File: src/rtl/axis_m.sv
// rtl/axis_m.sv - AXI-Stream master with user write FIFO, registered output stage and packet beat counter
module axis_m #(
  parameter int DATA_W = 32,
  parameter int DEPTH  = 4
) (
  input  logic              aclk,
  input  logic              areset,
  input  logic [DATA_W-1:0] data,
  input  logic              valid,
  input  logic              last,
  output logic              ready,
  output logic              tvalid,
  input  logic              tready,
  output logic [DATA_W-1:0] tdata,
  output logic              tlast,
  output logic [15:0]       beats,
  output logic              finish
);

  localparam int PTR_W = (DEPTH > 1) ? $clog2(DEPTH) : 1;
  localparam int CNT_W = PTR_W + 1;
  localparam logic [CNT_W-1:0] FULL_CNT = CNT_W'(DEPTH);

  // FIFO storage: {last, data} per entry
  logic [DATA_W:0]    r_mem [DEPTH];
  logic [PTR_W-1:0]   r_wr_ptr;
  logic [PTR_W-1:0]   r_rd_ptr;
  logic [CNT_W-1:0]   r_count;

  // Output stage registers
  logic               r_tvalid;
  logic [DATA_W-1:0]  r_tdata;
  logic               r_tlast;

  // Packet accounting
  logic [15:0]        r_beat_cnt;
  logic [15:0]        r_beats;
  logic               r_finish;

  logic               w_wr;
  logic               w_hs;
  logic               w_fifo_empty;
  logic               w_load;
  logic [DATA_W:0]    w_head;

  // ready comes straight from registered occupancy, so a full FIFO never accepts
  assign ready        = (r_count < FULL_CNT);
  assign w_wr         = valid & ready;
  assign w_hs         = r_tvalid & tready;
  assign w_fifo_empty = (r_count == '0);
  // The stage refills whenever it is empty or its word is leaving this edge
  assign w_load       = (~r_tvalid | w_hs) & ~w_fifo_empty;
  assign w_head       = r_mem[r_rd_ptr];

  assign tvalid = r_tvalid;
  assign tdata  = r_tdata;
  assign tlast  = r_tlast;
  assign beats  = r_beats;
  assign finish = r_finish;

  // Store accepted user words; contents need no reset since occupancy gates them
  always_ff @(posedge aclk) begin
    if (w_wr) begin
      r_mem[r_wr_ptr] <= {last, data};
    end
  end

  // Pointers wrap naturally because DEPTH is a power of two
  always_ff @(posedge aclk or posedge areset) begin
    if (areset) begin
      r_wr_ptr <= '0;
      r_rd_ptr <= '0;
    end else begin
      if (w_wr) begin
        r_wr_ptr <= r_wr_ptr + 1'b1;
      end
      if (w_load) begin
        r_rd_ptr <= r_rd_ptr + 1'b1;
      end
    end
  end

  // Occupancy tracks push/pop; simultaneous push and pop leaves it unchanged
  always_ff @(posedge aclk or posedge areset) begin
    if (areset) begin
      r_count <= '0;
    end else begin
      case ({w_wr, w_load})
        2'b10:   r_count <= r_count + 1'b1;
        2'b01:   r_count <= r_count - 1'b1;
        default: r_count <= r_count;
      endcase
    end
  end

  // Output stage: load from FIFO head, or go idle after a handshake with nothing queued
  always_ff @(posedge aclk or posedge areset) begin
    if (areset) begin
      r_tvalid <= 1'b0;
      r_tdata  <= '0;
      r_tlast  <= 1'b0;
    end else if (w_load) begin
      r_tvalid <= 1'b1;
      r_tdata  <= w_head[DATA_W-1:0];
      r_tlast  <= w_head[DATA_W];
    end else if (w_hs) begin
      r_tvalid <= 1'b0;
    end
  end

  // Count beats per packet; publish the total and pulse finish on the tlast handshake
  always_ff @(posedge aclk or posedge areset) begin
    if (areset) begin
      r_beat_cnt <= '0;
      r_beats    <= '0;
      r_finish   <= 1'b0;
    end else begin
      r_finish <= 1'b0;
      if (w_hs) begin
        if (r_tlast) begin
          r_beats    <= r_beat_cnt + 16'd1;
          r_beat_cnt <= '0;
          r_finish   <= 1'b1;
        end else begin
          r_beat_cnt <= r_beat_cnt + 16'd1;
        end
      end
    end
  end

endmodule

File: config.mk
export PLATFORM = sky130hd
export DESIGN_NAME = axis_m
export DESIGN_NICKNAME = d
export VERILOG_FILES = /design/src/rtl/axis_m.sv
export SDC_FILE = /design/constraint.sdc
export NUM_CORES = 1
export LEC_CHECK = 0
export BUFFER_PORTS_ARGS = -buffer_cell sky130_fd_sc_hd__buf_2
export CORE_ASPECT_RATIO = 2
export CORE_MARGIN = 2
export CORE_UTILIZATION = 40
export CTS_CLUSTER_SIZE = 40
export DETAILED_ROUTE_END_ITERATION = 16
export HOLD_SLACK_MARGIN = 0.02
export SETUP_SLACK_MARGIN = 0.15
export SYNTH_ARGS = -nofsm -noshare
export SYNTH_HDL_FRONTEND = slang
export SYNTH_SLANG_ARGS = --single-unit
File: constraint.sdc
create_clock -name aclk -period 5.7 [get_ports aclk]
set_input_delay 1.71 -clock aclk [delete_from_list [all_inputs] [get_ports aclk]]
set_output_delay 1.71 -clock aclk [all_outputs]
set_load 0.01 [all_outputs]
==> results by stage, run 1 <==
Route:
- The total iterations of the first detailed-routing run is 4.
- The post-route met1 wirelength is 5510 µm.
- The highest layer touched by signal routing is met4.
- The post-detailed-route DRC marker count is 0.
- The first routing iteration left approximately 170 violations.
- After detailed routing, the average wire length per cell comes to 18.4 µm.
- The met2 wirelength from detailed routing is 8590 µm.
- For this block, the via count after detailed routing is ~4200.
- Using the TritonRoute via totals, the vias-per-cell ratio works out to just over 5.
- Detailed routing placed a total of 512 µm of wire on met3.
- The detail route stage leaves a number of antenna-violating nets equal to 0.
- After detailed routing, the total wire length is 15000 µm.

Placement:
- The placement-stage worst setup slack is 2.01 ns.
- The count of input and output buffers is a little under 90.
- The post-placement cell count is 783.
- The global placement routability congestion is 0.785.
- The HPWL after detailed placement is ~9800 µm.

Clocking:
- The count of clock tree sinks is 206.
- The count of hold buffers inserted by post-cts repair is 0.
- Post-CTS timing repair inserted 0 buffers for setup.
- The maximum level of the CTS H-tree is 1.
- The number of gates given a new drive strength after cts is 0.
- At the later pin of the worst-skew pair, clock insertion delay measures roughly 0.48 ns.
- The clock tree from TritonCTS is done.
- Counting the buffers created by CTS gives 19.
- The clock passes through at most 3 buffers.
- After clock tree synthesis, the clock-pin slew on the worst setup and hold paths is 0.06 ns.
- The cell sitting at the root of the clock tree is a clkbuf_16.

Power:
- The fraction of power spent switching nets is 28.5%.
- Combinational logic is responsible for 25.3% of the overall power.
- The power per standard cell area is 487 mW/mm².
- For this design the static power due to leakage is around 3.5 nW.
- The total power of the final layout is 4.56 mW.
- The internal power contribution is 3.26 mW.
- The analysis attributes to net switching a power of 1.30 mW.
- VDD sags by at most 0.238 mV.
- The clock network accounts for 27.6% of the total power.
- The fraction of power consumed by sequential logic is between 40% and 50%.

Critical path:
- The critical path startpoint is tready.
- The required time of the critical path is 6.09 ns.
- The critical path capture point type is a flip-flop.
- The maximum fanout along the worst path is 36.
- The signal arrival time at the worst endpoint is 3.56 ns.
- The worst register-to-register path ends at beats[15]$_DFFE_PP0P_.
- The critical register-to-register path startpoint is tlast$_DFFE_PP0P_.
- The worst setup path is of the in2reg kind.
- The endpoint of the most critical setup path is r_count[2]$_DFFE_PP0P_.
- The worst setup path is launched from a primary input.
- Measured in cells, the most critical reg-to-reg path has a length of 3.
- In this run the register-to-register setup slack is 3.30 ns.

Logic synthesis:
- Of the synthesized area, sequential elements account for 72.0%.
- The share of synthesized flip-flops with an asynchronous set or reset is 35.9%.
- After Yosys synthesis, XOR and XNOR cells account for 2.06% of the synthesized area.
- The synthesized netlist devotes 4.37% of its cell area to simple gates.
- After synthesis, the largest family of logic cells by area is multiplexers.
- After synthesis the netlist holds a flip-flop and latch count of approximately 210.
- Of the post-synthesis cell area, the dominant cell type holds 49.1%.
- The cell area that synthesis handed to floorplanning was 0.00807 mm².
- By area the synthesized netlist is led by edfxtp_1, dfrtp_1, mux4_2.
- The share of the synthesized area in compound gates (AO/OA/AOI/OAI) is 3.91%.
- The flip-flop cell with the highest count after synthesis is edfxtp_1.
- Counting flops with a built-in enable in the synthesized netlist gives 132.
- The most common cell in the synthesized netlist is edfxtp_1.
- The leading area contributor after synthesis is edfxtp_1.
- Synthesis produced a netlist with a net count of 501.
- The average instance in the mapped netlist occupies 17.7 µm².
- The arithmetic-cell share of the synthesized area counting full adders, half adders and majority gates is 1.18%.
- The mux share of post-synthesis cell area is 14.1%.
- Counting every instance in the synthesized netlist gives 457.
- In this run, distinct cell masters in the synthesized netlist total 42.
- By count the netlist is led by edfxtp_1, dfrtp_1, mux2_2, mux4_2, o21ai_0.
- The number of warnings reported in the yosys synthesis log is 0.

Floorplanning:
- For this configuration, the core starts out at a cell density of 40.7%.
- The floorplan step defined a die boundary enclosing 0.0214 mm².
- The placeable core region is between 0.015 and 0.02 mm².
- The die is 205 µm tall.
- 89 I/O pins were placed.
- The standard-cell row count is 73.
- The width of the chip is 104 µm.

Timing:
- The number of max-slew violations in the final report is 0.
- On the final layout, the worst clock skew is 0.0137 ns.
- The worst pin sits at a relative slew slack of 35.7%.
- The minimum setup slack in the final design is 2.53 ns.
- The minimum clock period is 3.17 ns.
- For the pin with the worst max-slew slack, the measured transition is 0.961 ns.
- The maximum clock rate is 0.316 GHz.
- Summed over all failing endpoints, the final setup total negative slack is 0 ns.
- The final setup violation count is 0.
- The number of failing hold endpoints at the final stage came to 0.
- Setup repair after global routing left no endpoint under its margin.
- In the finished design, the share of the clock period the worst path needs comes to 55.6%.

GRT:
- The number of antenna violations at the first check in global routing is 0.
- The maximum number of pins on one net before global-route repair is 43.
- Global routing used 14.3% of the available tracks across all layers.
- The number of global-route vias before repair is 4549.
- The first-pass GRT wire length is ~24000 µm.
- The total congestion overflow after global routing is 0.

Run status:
- The run finished with clean final reports.

Layout:
- The final-stage net count is 586.
- The filler cells instantiated in the layout total 1708.
- The post-route netlist has 35.5% of its cells at a drive strength greater than 1.
- The layout-stage area growth over the synthesis result is 15.8%.
- The repair_antennas step left the layout with diodes totalling 0.
- Once layout is complete, the cells apart from fillers number 817.
- The core utilization of the finished layout is between 40% and 50%.

Min path:
- In this run the worst hold path is classified as reg2reg.

Run:
- Across the run, the number of max-cap violations was 0.
logic make-up after synthesis:
logic type	count (synthesis)
buffers and inverters	38
muxes	68
and+or+nand+nor	67
DFF	206
AOI/OAI and AO/OA	52
xor gates and xnor gates	19
adders and majority gates	7
state kept, by name, indices dropped and copies added (netlist names):
name and count:
tlast 1, beats 16, r_wr_ptr 2, r_rd_ptr 2, tvalid 1, tdata 32
r_count 3, r_mem 132, r_beat_cnt 16, finish 1
how the worst min path moves through the flow:
| stage | cells past startpoint | start | end |
|---|---|---|---|
| floorplan | 1 | r_count[0]$_DFFE_PP0P_ | r_count[0]$_DFFE_PP0P_ |
| global placement | 2 | beats[9]$_DFFE_PP0P_ | beats[9]$_DFFE_PP0P_ |
| detailed placement | 2 | beats[9]$_DFFE_PP0P_ | beats[9]$_DFFE_PP0P_ |
| CTS | 2 | beats[9]$_DFFE_PP0P_ | beats[9]$_DFFE_PP0P_ |
| global route | 2 | beats[15]$_DFFE_PP0P_ | beats[15]$_DFFE_PP0P_ |
| finish | 2 | beats[9]$_DFFE_PP0P_ | beats[9]$_DFFE_PP0P_ |
per-layer routing:
layer  vias up  global-route usage [%]
met5         -                       0
met4         0                    5.16
met3        25                    1.94
met2        99                    28.0
met1      2142                    15.5
li1       1911                       -
worst max-delay path, cell delays in order:
cell	delay [ns]
buf_2	0.11
inv_1	0.07
a21oi_4	0.11
buf_4	0.44
ha_1	0.28
inv_1	0.06
fa_1	0.37
xor2_1	0.15
nor2_1	0.11
xnor2_1	0.13
power groups by stage:
stage	combinational (mW)	clock [mW]	sequential [mW]
final	1.15	1.26	2.15
after global routing	1.27	1.35	2.19
after CTS	1.19	1.29	2.15
after detailed placement	1.19	0	2.18
after global placement	1.16	0	2.17
after floorplan	0.839	0	2.14
layout make-up:
| class | count | area, µm² | area share (%) |
|---|---|---|---|
| clock buffer | 26 | 522 | 5.58 |
| clock inverter | 8 | 98.8 | 1.06 |
| inverter | 11 | 42.5 | 0.455 |
| multi-input combinational | 213 | 2080 | 22.2 |
| sequential | 206 | 5820 | 62.2 |
| tap | 262 | 328 | 3.51 |
| timing repair buffer | 91 | 463 | 4.95 |
per-stage QoR:
step,cell area (µm²),hold WS (ns)
floorplan,8070,0.460
global placement,8730,0.458
detailed placement,8730,0.467
CTS,9350,0.482
global route,9350,0.508
finish,9350,0.472
cells in the final DEF (no fill, tap or decap), drive strengths merged, types with 6 or more instances in the layout:
cell    count
and2        7
buf        91
clkbuf     26
dfrtp      74
edfxtp    132
ha          6
inv        11
mux2       34
mux4       33
nand2      26
nand3       9
o21ai      29
o31ai       8
xnor2       8
xor2       11
Note: power is estimated with default switching activity, not from simulation.
==> run 2: changes to the inputs <==
--- a/config.mk
+++ b/config.mk
@@ -5,6 +5,7 @@
 export SDC_FILE = /design/constraint.sdc
 export NUM_CORES = 1
 export LEC_CHECK = 0
+export ABC_AREA = 1
 export BUFFER_PORTS_ARGS = -buffer_cell sky130_fd_sc_hd__buf_2
 export CORE_ASPECT_RATIO = 2
 export CORE_MARGIN = 2
==> constraint.sdc (replaced) <==
create_clock -name aclk -period 3.3 [get_ports aclk]
set_input_delay 0.99 -clock aclk [delete_from_list [all_inputs] [get_ports aclk]]
set_output_delay 0.99 -clock aclk [all_outputs]
set_load 0.01 [all_outputs]
==> results by stage, run 2 <==
Clocking:
- In this run the number of H-tree levels came out at 1.
- TritonCTS built the clock tree.
- At the later pin of the worst-skew pair, clock insertion delay measures roughly 0.5 ns.
- The number of gates resized after CTS was 0.
- Once the clock tree was built, the setup fixing pass inserted 0 buffers.
- In this run the deepest clock path goes through 3 buffers.
- The count of clock tree sinks is 206.
- The cell at the root of the clock tree is clkbuf_16.
- The TritonCTS buffer count is 20.
- For this design, the CTS-stage hold fixing added 0 buffers.
- Clock-pin slew was measured on the worst setup and hold paths at 0.06 ns.

Layout:
- The fraction of final layout cells with drive strength greater than 1 is 19.1%.
- In the layout the commonest cells are nor2_1, edfxtp_1, buf_2.
- The core utilization of the finished layout is 47.0%.
- The number of flip-flops under the largest register name is approximately 130.
- The antenna diode instance count is 0.
- The final design area excluding fillers is 0.00953 mm².
- The final-stage net count is ~840.
- The layout-stage area growth over the synthesis result is 16.6%.
- Leaving out fill and tap cells, the most frequent cell in the layout is nor2_1.
- The register ranked first by flip-flop count is r_mem.

Power:
- In this run the power density over the cells is between 800 and 900 mW/mm².
- The total power of the final layout is 8.30 mW.
- The leakage power of the design is between 3 and 4 nW.
- The worst supply voltage drop on vdd is 0.559 mV.

Critical path:
- The critical path capture point type is a primary output.
- The critical path ends at ready.
- The signal arrival time at the worst endpoint is 1.06 ns.
- In this run the worst path has a maximum fanout of 4.
- In this run the worst setup path begins at r_count[2]$_DFFE_PP0P_.
- The worst-case reg-to-reg path depth is 6.
- The endpoint identified for the worst register-to-register timing path is tlast$_DFFE_PP0P_.
- By startpoint and endpoint, the worst setup path is classified as reg2out.
- The required time of the critical path is 2.31 ns.
- The register-to-register setup slack is ~1.4 ns.
- The worst setup path is launched from a flip-flop.
- The worst register-to-register path begins at r_rd_ptr[1]$_DFFE_PP0P_.

Logic synthesis:
- The flip-flop cell with the highest count after synthesis is edfxtp_1.
- The post-synthesis average cell area is ~12 µm².
- The sequential element share of the synthesized area is 71.1%.
- The leading area contributor after synthesis is edfxtp_1.
- The cell with the most instances after synthesis is nor2_1.
- The cell count after synthesis is slightly above 700.
- The total nets after synthesis is 753.
- Sorting the synthesized cells by area gives the leading types as edfxtp_1, dfrtp_1, nor2_1.
- The cell area after synthesis is between 0.008 and 0.009 mm².
- Summed over its instances, the top area cell type makes up 48.5% of the synthesized netlist area.
- The count of distinct cell types in the synthesized netlist is 23.
- In this run, synthesis inferred 132 flip-flops with an integrated enable.
- During synthesis, Yosys emitted a total of 0 warnings.
- The share of synthesized flip-flops with an asynchronous set or reset is 35.9%.
- In the synthesized netlist, the cells that appear most often are nor2_1, edfxtp_1, nand2_1, dfrtp_1, o21ai_0.
- The count of state elements after synthesis is approximately 210.

Floorplanning:
- The width of the chip is between 100 and 150 µm.
- The initial utilization of the core area, before any placement, comes to 40.3%.
- The die span in y is 206 µm.
- The die covers 0.0217 mm².
- The core region is 0.0203 mm².
- The floorplan has 74 rows.
- 89 I/O pins were placed.

Timing:
- The worst pin sits at a relative slew slack of approximately 28%.
- The minimum clock period is between 2 and 2.5 ns.
- The ratio of final minimum period to clock period is 62.0%.
- Setup repair after global routing left no endpoint under its margin.
- The maximum clock rate is between 0.4 and 0.5 GHz.
- The number of max-slew violations in the final report is 0.
- The number of failing hold endpoints at the final stage is 0.
- Setup total negative slack on the finished layout was measured at 0 ns.
- Setup violations remaining at the end of the flow were counted as 0.
- The clock arrives with 0.0150 ns of skew.
- The measured slew at the worst slew-check pin is 1.08 ns.

Placement:
- The placed instance area is 0.00887 mm².
- The final HPWL from detailed placement is 10700 µm.
- The global placement routability congestion is between 0.8 and 0.9.
- The count of input and output buffers is 88.

GRT:
- The total congestion overflow after global routing is 0.
- The combined global-route utilization of all metal layers is between 10% and 20%.
- The first-pass GRT wire length is 27900 µm.
- The maximum number of pins on one net before global-route repair is 68.
- The number of antenna violations at the first check in global routing came to 0.
- The number of global-route vias before repair was 5410.

Route:
- The DRC marker count from the first detailed-route iteration is between 200 and 300.
- The remaining antenna violation count is 0.
- After detailed routing, the number of remaining DRC violations is 0.
- Dividing the detail-routed wire length by the instance count gives 16.3 µm.
- The total iterations of the first detailed-routing run is 4.
- The number of vias per cell is 4.90.
- The routed wire length is 17500 µm.
- The final route contains 5275 vias.

Run:
- Across the run, the number of max-cap violations was 0.

Min path:
- The depth of the worst hold-timing path is 2.
- The tightest min-delay check is of the reg2reg type.

Run status:
- The flow ran to the end, and the final reports show no timing, DRC or antenna violations.
==> run 2: final cells by class <==
class	count	area, µm²
sequential	206	5820
tap	266	333
fill	1880	10700
clock inverter	8	88.8
timing repair buffer	100	543
inverter	36	136
clock buffer	28	572
multi-input combinational	433	2040
==> run 2: worst max-delay path, stage by stage (launching register included) <==
cell and delay (ns):
dfrtp_1 0.37, inv_2 0.08, buf_2 0.13
==> run 2: worst min path at each step <==
stage                                 from                endpoint
finish               beats[14]$_DFFE_PP0P_   beats[14]$_DFFE_PP0P_
global route         beats[14]$_DFFE_PP0P_   beats[14]$_DFFE_PP0P_
CTS                   beats[8]$_DFFE_PP0P_    beats[8]$_DFFE_PP0P_
detailed placement    beats[8]$_DFFE_PP0P_    beats[8]$_DFFE_PP0P_
global placement     beats[11]$_DFFE_PP0P_   beats[11]$_DFFE_PP0P_
floorplan           r_count[1]$_DFFE_PP0P_  r_count[1]$_DFFE_PP0P_
==> run 2: cell families after synthesis <==
group | synth area share (%)
AND/OR/NAND/NOR | 14.0
buffers and inverters | 4.28
adder cells (fa/ha/maj) | 1.16
flip-flops | 71.1
XOR/XNOR | 1.18
AO/OA/AOI/OAI | 8.20
==> run 2: metal layers <==
layer	up-vias	routed length [µm]	GRT usage, %	share of wire, %
li1	2583	-	-	-
met1	2548	6860	18.4	39
met2	115	9480	31.4	54
met3	29	662	2.18	3.8
met4	0	520	5.86	3.0
met5	-	0	0	0
==> run 2: power by group <==
part           internal (mW)  leakage, nW  switching, mW  total [mW]
sequential              3.34         2.11          0.242        3.58
combinational          0.797         1.30           1.62        2.42
clock                   1.37        0.320          0.937        2.30
==> run 2: through the flow <==
stage / instances / hold slack, ns / setup WS (ns)
final: 1077 / 0.472 / 1.25
after global routing: 1077 / 0.496 / 1.19
after CTS: 1077 / 0.479 / 1.23
after detailed placement: 1041 / 0.461 / 0.859
after global placement: 1041 / 0.460 / 0.816
after floorplan: 709 / 0.450 / 0.309
==> run 3: changes to the inputs <==
==> constraint.sdc (replaced) <==
create_clock -name aclk -period 2.05 [get_ports aclk]
set_input_delay 0.615 -clock aclk [delete_from_list [all_inputs] [get_ports aclk]]
set_output_delay 0.615 -clock aclk [all_outputs]
set_load 0.01 [all_outputs]
==> results by stage, run 3 (synthesis results as in run 2) <==
Clocking:
- The number of gates given a new drive strength after cts is 0.
- The tree is rooted in a clkbuf_16.
- In this run the number of H-tree levels came out at 1.
- In this run the deepest clock path goes through 3 buffers.
- The clock-pin slew of the registers on the worst-case setup and hold paths is approximately 0.070 ns.
- Clock tree synthesis found a total of 206 sinks.
- For this design, the CTS-stage hold fixing added 0 buffers.
- In this run the post-CTS setup repair buffer count came out at 0.
- The clock reaches the later pin of the worst-skew pair after 0.48 ns.
- TritonCTS built the clock tree.
- The TritonCTS buffer count is 19.

Critical path:
- The required time of the critical path is 2.42 ns.
- The critical path capture point type is a flip-flop.
- The sort of element at the start of the critical path is a flip-flop.
- The maximum fanout along the worst path is 3.
- In this design, the critical path's most frequently occurring cell is inv_4.
- The slowest library cell on the worst path is dfrtp_1.
- The critical path class is reg2reg.
- In this design, the stage delay of the slowest critical-path cell is 0.38 ns.
- The signal on the critical path passes through inv_2 > nand3_1 > nand2_4 > inv_4 > ha_4 > inv_4 > fa_2 > a21oi_1 > o21ai_1 > xor2_1.
- The signal arrival time at the worst endpoint is 2.09 ns.

GRT:
- The maximum number of pins on one net before global-route repair is 68.
- The busiest metal layer after global routing is met2.
- The first-pass GRT wire length is 27800 µm.
- The met2 capacity usage during global routing is between 30% and 40%.
- For met3 alone, demand over resource in global routing was 2.52%.
- The number of global-route vias before repair was approximately 5300.
- The combined global-route utilization of all metal layers is 16.6%.
- For this run, global-route usage on met1 was measured as 17.1%.
- The total congestion overflow after global routing is 0.
- The number of antenna violations at the first check in global routing is 0.

Floorplanning:
- 89 I/O pins were placed.
- The die is 206 µm tall.
- The placeable core region is ~0.020 mm².
- The die is 105 µm wide.
- The initialized floorplan defines 74 standard-cell rows.
- The starting density of the core is 40.3%.
- The full die area is 0.0217 mm².

Power:
- The leakage power of the design is about 3.8 nW.
- The fraction of power spent switching nets is 33.8%.
- Summing internal, switching and leakage power gives between 10 and 15 mW.
- The clock group share of total power is 25.8%.
- The share of total power dissipated in combinational logic is 31.2%.
- The net load switching power is between 4 and 5 mW.
- The internal power contribution is 8.88 mW.
- Power spread over the standard cell area amounts to 1380 mW/mm².
- The fraction of power consumed by sequential logic is 43.0%.
- Across the VDD grid, the largest voltage drop is 0.684 mV.

Timing:
- The number of failing hold endpoints at the final stage is 0.
- For the pin with the worst max-slew slack, the measured transition is 0.727 ns.
- Timing would allow up to 0.582 GHz.
- Setup repair after global routing left no endpoint under its margin.
- The worst slew margin relative to its limit is 51.5%.
- The final setup TNS is 0 ns.
- The number of max-slew violations in the final report is 0.
- Setup slack on the critical path of the routed design comes to 0.331 ns.
- Of the available clock period, the critical path in the final layout requires 83.8%.
- The worst clock skew is approximately 0.011 ns.
- The final setup violation count is 0.
- The clock period could shrink to 1.72 ns.

Layout:
- The commonest non-fill, non-tap cell in the layout is nor2_1.
- The register ranked first by flip-flop count is r_mem.
- The library cells used most frequently in the layout, excluding fill and tap cells, are nor2_1, edfxtp_1, buf_2.
- The final design area excluding fillers is 0.00970 mm².
- The final-stage net count is 852.
- The number of flip-flops under the largest register name is 132.
- For this run, the share of the core covered by cells in the final layout is 47.8%.
- The layout-stage area growth over the synthesis result is 18.6%.
- The fraction of final layout cells with drive strength greater than 1 is 21.0%.

Placement:
- The count of input and output buffers is 88.
- Summed over all nets, the half-perimeter wirelength after detailed placement is 11400 µm.
- At the end of routability-driven placement, the weighted congestion stood at 0.856.
- After detailed placement, the total cell area comes to slightly above 0.009 mm².
- The placement-stage worst setup slack is about 0.043 ns.

Route:
- The DRC marker count from the first detailed-route iteration is about 190.
- After detailed routing, the number of remaining DRC violations is 0.
- Using the TritonRoute via totals, the vias-per-cell ratio works out to 4.85.
- The routed wire length is 17500 µm.
- Across all layers, the routed design uses 5267 vias.
- Dividing the detail-routed wire length by the instance count gives 16.1 µm.
- The remaining antenna violation count is 0.
- The total iterations of the first detailed-routing run is 4.

Min path:
- The worst hold-check path type is in2async.

Run:
- Across the run, the number of max-cap violations was 0.

Run status:
- The run finished with clean final reports.
## run 3: metrics by stage
step	std cells	hold slack, ns
global route	1085	0.208
CTS	1085	0.196
finish	1086	0.186
global placement	1053	0.456
floorplan	709	0.448
detailed placement	1053	0.460
## run 3: power groups by stage
stage	sequential (mW)	clock, mW	combinational (mW)
2_1_floorplan	5.96	0	2.72
5_1_grt	5.86	3.70	4.77
4_1_cts	5.78	3.56	4.30
3_3_place_gp	5.84	0	4.21
3_5_place_dp	5.86	0	4.29
6_report	5.77	3.46	4.19
## run 3: layer usage
layer  share of wire, %  wire length [µm]  vias up
li1                   -                 -     2597
met1                 36              6360     2531
met2                 57              9920      108
met3                4.2               737       31
met4                2.7               476        0
met5                  0                 0        -
## run 3: area by class of cell
cell class                 count  area (µm²)
fill                        1856       10600
sequential                   206        5820
multi-input combinational    433        2070
timing repair buffer         112         721
clock buffer                  25         508
tap                          266         333
inverter                      36         151
clock inverter                 7        91.3
antenna                        1        2.50
## run 3: path summary, 6_finish.rpt
| kind | start | endpoint | slack [ns] | depth (start not counted) |
|---|---|---|---|---|
| worst max register to register | r_count[0]$_DFFE_PP0P_ | r_count[2]$_DFFE_PP0P_ | 0.33 | 10 |
| worst max-delay path | r_count[0]$_DFFE_PP0P_ | r_count[2]$_DFFE_PP0P_ | 0.33 | 10 |
| worst min-delay path | areset | r_beat_cnt[4]$_DFFE_PP0P_ | 0.19 | 2 |
| worst min register to register | beats[12]$_DFFE_PP0P_ | beats[12]$_DFFE_PP0P_ | 0.47 | 2 |
| max in group asynchronous | areset | tdata[3]$_DFFE_PP0P_ | 1.34 | 3 |
| min in group aclk | data[0] | r_mem[0][0]$_DFFE_PP_ | 0.35 | 1 |
## run 3: critical path, delay by kind of cell, from the launching register on
kind	cells	cell delay [ns]
xor+xnor	1	0.16
compound gates	2	0.22
simple gates	2	0.20
fa+ha+maj	2	0.50
buf+inv	3	0.15
flops	1	0.38
